### config.mk
export PLATFORM = sky130hd
export DESIGN_NAME = pixel_stream_engine
export DESIGN_NICKNAME = d
export VERILOG_FILES = /design/src/rtl/pixel_stream_pkg.sv /design/src/rtl/pix_fifo2.sv /design/src/rtl/pixel_stream_engine.sv
export SDC_FILE = /design/constraint.sdc
export NUM_CORES = 1
export LEC_CHECK = 0
export ABC_AREA = 1
export CORE_AREA = 2 2 183 185
export CTS_BUF_LIST = sky130_fd_sc_hd__clkbuf_8
export CTS_CLUSTER_DIAMETER = 60
export CTS_CLUSTER_SIZE = 8
export DETAILED_ROUTE_END_ITERATION = 7
export DIE_AREA = 0 0 185 187
export SLEW_MARGIN = 15
export SYNTH_ARGS = -nofsm -noshare
export SYNTH_HDL_FRONTEND = slang
export SYNTH_HIERARCHICAL = 1
export SYNTH_SLANG_ARGS = --single-unit
### constraint.sdc
create_clock -name clk -period 8.9 [get_ports clk]
set_clock_uncertainty 0.15 [all_clocks]
set_input_delay 1.78 -clock clk [delete_from_list [all_inputs] [get_ports clk]]
set_output_delay 1.78 -clock clk [all_outputs]
set_load 0.005 [all_outputs]
### src/rtl/pixel_stream_pkg.sv
// Shared types and constants for the pixel stream engine.
// Pixels are 4-bit R,G,B packed as {R,G,B}.
package pixel_stream_pkg;

  localparam int PIX_W = 12;

  typedef enum logic [1:0] {
    FUNC_INVERT   = 2'd0,
    FUNC_COLOR    = 2'd1,
    FUNC_CONTRAST = 2'd2,
    FUNC_THRESH   = 2'd3
  } func_e;

  typedef enum logic [1:0] {
    IDLE = 2'd0,
    RUN  = 2'd1,
    DONE = 2'd2
  } state_e;

endpackage

### src/rtl/pix_fifo2.sv
// Two-entry synchronous FIFO holding ALU results until the write side accepts them.
// A push into a full FIFO is dropped unless a pop happens in the same cycle.
module pix_fifo2
  import pixel_stream_pkg::*;
(
  input  logic             clk,
  input  logic             rst,
  input  logic             push,
  input  logic [PIX_W-1:0] push_data,
  input  logic             pop,
  output logic [PIX_W-1:0] head,
  output logic [1:0]       count
);

  logic [1:0][PIX_W-1:0] mem_q, mem_d;
  logic                  wr_ptr_q, wr_ptr_d;
  logic                  rd_ptr_q, rd_ptr_d;
  logic [1:0]            cnt_q, cnt_d;
  logic                  push_ok_s, pop_ok_s;

  // Next-state for storage, pointers and occupancy.
  always_comb begin
    mem_d     = mem_q;
    wr_ptr_d  = wr_ptr_q;
    rd_ptr_d  = rd_ptr_q;
    pop_ok_s  = pop && (cnt_q != 2'd0);
    push_ok_s = push && ((cnt_q != 2'd2) || pop_ok_s);
    if (push_ok_s) begin
      mem_d[wr_ptr_q] = push_data;
      wr_ptr_d        = ~wr_ptr_q;
    end else begin
      wr_ptr_d = wr_ptr_q;
    end
    if (pop_ok_s) begin
      rd_ptr_d = ~rd_ptr_q;
    end else begin
      rd_ptr_d = rd_ptr_q;
    end
    cnt_d = cnt_q + {1'b0, push_ok_s} - {1'b0, pop_ok_s};
  end

  // FIFO state register.
  always_ff @(posedge clk) begin
    if (rst) begin
      mem_q    <= '0;
      wr_ptr_q <= 1'b0;
      rd_ptr_q <= 1'b0;
      cnt_q    <= 2'd0;
    end else begin
      mem_q    <= mem_d;
      wr_ptr_q <= wr_ptr_d;
      rd_ptr_q <= rd_ptr_d;
      cnt_q    <= cnt_d;
    end
  end

  assign head  = mem_q[rd_ptr_q];
  assign count = cnt_q;

endmodule

### src/rtl/pixel_stream_engine.sv
// DMA-style engine: streams pixels from image memory through an external ALU
// and writes the results back in order, with write-side backpressure.
module pixel_stream_engine
  import pixel_stream_pkg::*;
#(
  parameter int ADDR_W = 17,
  parameter int CNT_W  = 17
) (
  input  logic              clk,
  input  logic              rst,
  input  logic              start,
  input  logic [1:0]        func,
  input  logic [ADDR_W-1:0] src_base,
  input  logic [ADDR_W-1:0] dst_base,
  input  logic [CNT_W-1:0]  pix_count,
  output logic              busy,
  output logic              done,
  output logic              mem_rd_en,
  output logic [ADDR_W-1:0] mem_rd_addr,
  input  logic [PIX_W-1:0]  mem_rd_data,
  output logic [PIX_W-1:0]  alu_pixel,
  output logic [1:0]        alu_func,
  input  logic [PIX_W-1:0]  alu_result,
  output logic              mem_wr_en,
  output logic [ADDR_W-1:0] mem_wr_addr,
  output logic [PIX_W-1:0]  mem_wr_data,
  input  logic              mem_wr_ready
);

  state_e            state_q, state_d;
  func_e             func_q, func_d;
  logic [ADDR_W-1:0] src_q, src_d;
  logic [ADDR_W-1:0] dst_q, dst_d;
  logic [CNT_W-1:0]  count_q, count_d;
  logic [CNT_W-1:0]  rd_cnt_q, rd_cnt_d;
  logic [CNT_W-1:0]  wr_cnt_q, wr_cnt_d;
  logic              inflight_q, inflight_d;
  logic              rd_en_s;
  logic              pop_s;
  logic [1:0]        fifo_cnt_s;
  logic [PIX_W-1:0]  fifo_head_s;
  logic [2:0]        credit_s;

  // Read data arrives one cycle after issue; the ALU result is captured on that edge.
  pix_fifo2 u_fifo (
    .clk       (clk),
    .rst       (rst),
    .push      (inflight_q),
    .push_data (alu_result),
    .pop       (pop_s),
    .head      (fifo_head_s),
    .count     (fifo_cnt_s)
  );

  assign pop_s    = (fifo_cnt_s != 2'd0) && mem_wr_ready;
  // Slots already claimed: buffered results plus a read whose data is still on its way.
  assign credit_s = {1'b0, fifo_cnt_s} + {2'b00, inflight_q} - {2'b00, pop_s};

  // Job sequencing, read issue and write counting.
  always_comb begin
    state_d  = state_q;
    func_d   = func_q;
    src_d    = src_q;
    dst_d    = dst_q;
    count_d  = count_q;
    rd_cnt_d = rd_cnt_q;
    wr_cnt_d = wr_cnt_q;
    rd_en_s  = 1'b0;
    case (state_q)
      IDLE: begin
        if (start) begin
          func_d   = func_e'(func);
          src_d    = src_base;
          dst_d    = dst_base;
          count_d  = pix_count;
          rd_cnt_d = {CNT_W{1'b0}};
          wr_cnt_d = {CNT_W{1'b0}};
          state_d  = (pix_count == {CNT_W{1'b0}}) ? DONE : RUN;
        end else begin
          state_d = IDLE;
        end
      end
      RUN: begin
        rd_en_s = (rd_cnt_q < count_q) && (credit_s < 3'd2);
        if (rd_en_s) begin
          rd_cnt_d = rd_cnt_q + CNT_W'(1);
        end else begin
          rd_cnt_d = rd_cnt_q;
        end
        if (pop_s) begin
          wr_cnt_d = wr_cnt_q + CNT_W'(1);
          state_d  = (wr_cnt_q == count_q - CNT_W'(1)) ? DONE : RUN;
        end else begin
          wr_cnt_d = wr_cnt_q;
        end
      end
      DONE: begin
        state_d = IDLE;
      end
      default: begin
        state_d = IDLE;
      end
    endcase
    inflight_d = rd_en_s;
  end

  // Control and job-parameter registers.
  always_ff @(posedge clk) begin
    if (rst) begin
      state_q    <= IDLE;
      func_q     <= FUNC_INVERT;
      src_q      <= {ADDR_W{1'b0}};
      dst_q      <= {ADDR_W{1'b0}};
      count_q    <= {CNT_W{1'b0}};
      rd_cnt_q   <= {CNT_W{1'b0}};
      wr_cnt_q   <= {CNT_W{1'b0}};
      inflight_q <= 1'b0;
    end else begin
      state_q    <= state_d;
      func_q     <= func_d;
      src_q      <= src_d;
      dst_q      <= dst_d;
      count_q    <= count_d;
      rd_cnt_q   <= rd_cnt_d;
      wr_cnt_q   <= wr_cnt_d;
      inflight_q <= inflight_d;
    end
  end

  assign busy        = (state_q == RUN);
  assign done        = (state_q == DONE);
  assign mem_rd_en   = rd_en_s;
  assign mem_rd_addr = src_q + ADDR_W'(rd_cnt_q);
  assign alu_pixel   = mem_rd_data;
  assign alu_func    = func_q;
  assign mem_wr_en   = (fifo_cnt_s != 2'd0);
  assign mem_wr_addr = dst_q + ADDR_W'(wr_cnt_q);
  assign mem_wr_data = fifo_head_s;

endmodule

-- After elaboration in Yosys (flattened, before gate mapping)
Index checks and enable logic that the tools add are counted.
- memories kept: 0
- bits in latches: 0
- output and inout bits: 64
- memory bits (writable): 0
- memory bits (read-only): 0
- register bits: 118
- input bits: 81
- bitwise operators: 2
- multipliers: 0
- magnitude comparators: 5
- reductions and logical operators: 13
- add/sub/neg operators: 9
- multiplexer cells: 16
- div/mod/pow operators: 0
- shift-type cells: 0
- equality and inequality tests: 7
- operators by type and width (operator ; count):
    $pmux W17 S2 ; 2
    $mux W17 ; 3
    $mux W12 ; 3
    $add A17 B1 Y17 const B ; 2
    $add A17 B17 Y17 ; 2
    $bwmux W24 ; 1
    $eq A17 B17 Y1 ; 1
    $logic_not A17 Y1 ; 1
    $lt A17 B17 Y1 ; 1
    $sub A17 B1 Y17 const B ; 1
    $demux W12 S1 ; 1
    $mux W2 ; 4
    $reduce_and A3 Y1 ; 2
    $logic_and A1 B1 Y1 ; 5
    $lt A1 B2 Y1 const B ; 2
    $ne A2 B1 Y1 const B ; 2
    $ne A2 B2 Y1 const B ; 2
    $pmux W2 S2 ; 1
    $reduce_bool A2 Y1 ; 2
    $add A2 B1 Y3 ; 1
    $lt A3 B2 Y1 const B ; 1
    $sub A3 B1 Y3 ; 1
    $add A2 B1 Y2 ; 1
    $eq A2 B1 Y1 const B ; 1
    other kinds (8) ; 9

-- Logic depth before layout (Yosys ltp)
- depth in word-level cells: 7
- gate-level depth with buffers: 16

-- Cells and area by module
The synthesis kept the hierarchy.
- modules (own cells, without submodules) (module ; cells each ; instances ; area each (µm²) ; seq. area each (µm²)):
    pixel_stream_engine ; 963 ; 1 ; 6508.7 ; 1801.7
    pix_fifo2 ; 245 ; 1 ; 1550.2 ; 560.5

-- Worst setup path after synthesis
Ideal clock, no wire load.
- path kind: input to output
- start: in mem_wr_ready
- end: out mem_rd_en
- required time: 6.970 ns
- stages on the path: 13
- slack: 3.377 ns
- data arrival time: 3.593 ns
- path buffers: 2
- cells stage by stage: nand2_1 -> inv_1 -> ha_1 -> inv_1 -> nand2_1 -> fa_1 -> or2_2 -> nand3_1 -> nor2_1 -> nand2_1 -> buf_4 -> buf_4 -> inv_1
- longest elaborated chain between the ends: 5
- RTL lines (item ; RTL line ; RTL):
    from (decl) ; pixel_stream_engine.sv:27 ; input logic mem_wr_ready
    $logic_and A1 B1 Y1 ; pixel_stream_engine.sv:55 ; assign pop_s = (fifo_cnt_s != 2'd0) && mem_wr_ready;
    named net pop_s ; pixel_stream_engine.sv:39 ; logic pop_s;
    $sub A3 B1 Y3 ; pixel_stream_engine.sv:57 ; assign credit_s = {1'b0, fifo_cnt_s} + {2'b00, inflight_q} - {2'b00, pop_s};
    $lt A3 B2 Y1 ; pixel_stream_engine.sv:84 ; rd_en_s = (rd_cnt_q < count_q) && (credit_s < 3'd2);
    $logic_and A1 B1 Y1 ; pixel_stream_engine.sv:84 ;
    $mux W1 ; pixel_stream_engine.sv:69 ; case (state_q)
    to (decl) ; pixel_stream_engine.sv:18 ; output logic mem_rd_en,
The timed path passes the listed nets, and every way through them passes these cells.

-- Final worst setup path
Same ends and word-level chain as after synthesis.

==> summary.txt <==
Root buf cell = clkbuf_8
Setup TNS = 0 ns
# diodes = 0
Synth Register Bits = 118
Syn Inst Count = 1,208
CTS H-tree lvls = 4
Ranking of synthesized cells by area = dfxtp_1 (29%), nand2_1 (11%), ha_1 (8.4%)
Post-synth cell types = 43
CTS tree = yes
Seq pwr share = 40.3%
Clock transition at path regs = 0.07 ns
Top FF cell, synth = dfxtp_1
Register area share after synthesis = 29.3%
Cell breakdown of the critical path = clkdlybuf4s50_1 > nand2_1 > inv_1 > ha_1 > inv_1 > nand2_1 > fa_1 > or2_2 > nand3_1 > nor2_1 > nand2_1 > inv_1 > clkdlybuf4s50_1
Die Ht = 187 um
Global-route wire length before repair = 37.3 mm
Total wire length = 23.2 mm
Combinational power share = 26.6%
Post-DP HPWL = 17.6 mm
GRT Util Overall = 13.5%
Clock latency on the worst-skew pair = 0.45 ns
Synth cell count leaders = nand2_1 (244), nor2_1 (180), inv_1 (141)
Syn_nets = 1,346
Pleak = 4.25 nW
Worst setup path class = input pin to output port
Critical-path top delay cell = nand2_1
Dominant cell type by area after synthesis = dfxtp_1
Num rows = 67
Tcrit/Tclk final = 76.5%
Initial core utilization = 24.5%
Fmax achieved = 0.147 GHz
Crit path required time = 6.97 ns
Via count = 7,886
WL/cell = 13.2 um
Setup Viol. Count Final = 0
Routability cong. = 0.867
Routed Antenna Nets = 0
Int Power = 1.00 mW
Buffer depth of the longest clock path = 2
Initial antenna violation count = 0
Most frequent cell after synthesis = nand2_1
DRT Pass-1 Iters = 5
Synth Warn # = 6
Vias in the first global route = 7,311
Area grow syn2layout = 23.6%
P_sw = 494 uW
Asr flop ratio synth = 0%
Yosys top cell area share = 29.3%
CP arrival = 4.88 ns
Drc violations = 0
Peak VDD IR = 0.0989 mV
Total CTS buffers = 17
Share of layout cells above drive strength 1 = 5.10%
Post-synth EDFFs = 0
Cts repair resizes = 0
Switching share of total power = 33.0%
CP startpoint kind = input pin
Clock power frac = 33.1%
Hold buffers post-CTS = 0
Core area = 32,900 um2
Post-Syn Area per Cell = 6.67 um2
Fin crit period = 6.81 ns
I/O Pins = 145
Synthesized area = 8060 um2
Setup slack after layout = 2.09 ns
Max incr delay on CP = 0.49 ns
Post-CTS setup buffers = 0
Endpoint class of the critical path = output port
Die area = 34,600 um2
Crit-path max FO = 20
Hold Crit Class = flop to flop
Slew Viols, Final = 0
Largest net degree at the start of global routing = 56
Worst slew margin = 31.8%
RSZ-0062 raised after global routing = false
DR vias/cell = 4.48
Final hold violation count = 0
Worst-margin pin slew = 1.02 ns
Max_cap viols = 0
Pwr Density = 151 nW/um2
DRT iter0 DRCs = 567
Post-place setup slack = 2.05 ns
Die width = 185 um
Run status = complete, no violations
Final nets = 1,439
Port bufs = 120
Grt ovf = 0
Clk sink count = 118
==> cells by family after synthesis <==
kind of cell / Yosys count / synth area share (%)
adders and majority gates: 57 / 9.13
xor gates and xnor gates: 58 / 6.30
DFF: 118 / 29.3
buffers and inverters: 207 / 10.9
AOI/OAI and AO/OA: 200 / 13.4
and+or+nand+nor: 568 / 31.0
==> stage by stage <==
stage          power (mW)  util (%)  instances  instance area, um2  hold WS, ns
2_1_floorplan       0.867         -       1208                8060        0.312
3_3_place_gp         1.01      29.1       1730                9570        0.316
3_5_place_dp         1.02      29.1       1730                9570        0.328
4_1_cts              1.52      30.3       1761                9960        0.344
5_1_grt              1.59      30.3       1761                9960        0.360
6_report             1.50      30.3       1761                9960        0.340
==> power groups by stage <==
stage,combinational [mW],clock [mW],sequential (mW)
after floorplan,0.268,0,0.598
after global placement,0.395,0,0.616
after detailed placement,0.401,0,0.616
after CTS,0.403,0.509,0.604
after global routing,0.452,0.531,0.610
final,0.399,0.496,0.604
==> worst max-delay path: cells and delay by family <==
kind	cells	cell delay, ns
and+or+nand+nor	6	1.18
buffers and inverters	5	1.17
adders and majority gates	2	0.74
==> registers in the layout (all words and copies together) (netlist names) <==
name / flops
u_fifo/mem_q: 24
count_q: 17
dst_q: 17
rd_cnt_q: 17
src_q: 17
wr_cnt_q: 17
alu_func: 2
state_q: 2
u_fifo/count: 2
inflight_q: 1
u_fifo/rd_ptr_q: 1
u_fifo/wr_ptr_q: 1
==> layout by cell type, fill, tap and decap left out, types with 41 or more instances in the layout <==
master           instances
a21oi_1                 87
clkdlybuf4s50_1        120
dfxtp_1                118
ha_1                    54
inv_1                  144
nand2_1                244
nand3_1                 58
nor2_1                 180
o21ai_0                 86
xor2_1                  41
==> worst paths after layout <==
path / from / endpoint / slack (ns) / cells after the start
max reg2reg: u_fifo/count[1]$_SDFF_PP0_ / rd_cnt_q[6]$_SDFFE_PP0P_ / 5.29 / 15
max: mem_wr_ready / mem_rd_en / 2.09 / 13
min reg2reg: alu_func[1]$_SDFFE_PP0P_ / alu_func[1]$_SDFFE_PP0P_ / 0.34 / 2
min: alu_func[1]$_SDFFE_PP0P_ / alu_func[1]$_SDFFE_PP0P_ / 0.34 / 2
==> layout make-up <==
class / instances / area, um2
Clock buffer: 20 / 275
Clock inverter: 11 / 110
Fill cell: 3605 / 22900
Inverter: 155 / 587
Multi-Input combinational cell: 883 / 4820
Sequential cell: 118 / 2360
Tap cell: 448 / 561
Timing Repair Buffer: 126 / 1250
==> layer usage <==
| layer | wire length, um | vias up | share of wire [%] | GRT usage, % |
|---|---|---|---|---|
| li1 | - | 4092 | - | - |
| met1 | 11400 | 3564 | 49 | 18.5 |
| met2 | 10300 | 200 | 44 | 21.2 |
| met3 | 1050 | 30 | 4.5 | 2.67 |
| met4 | 388 | 0 | 1.7 | 3.97 |
| met5 | 0 | - | 0 | 0 |
Note: power is estimated with default switching activity, not from simulation.
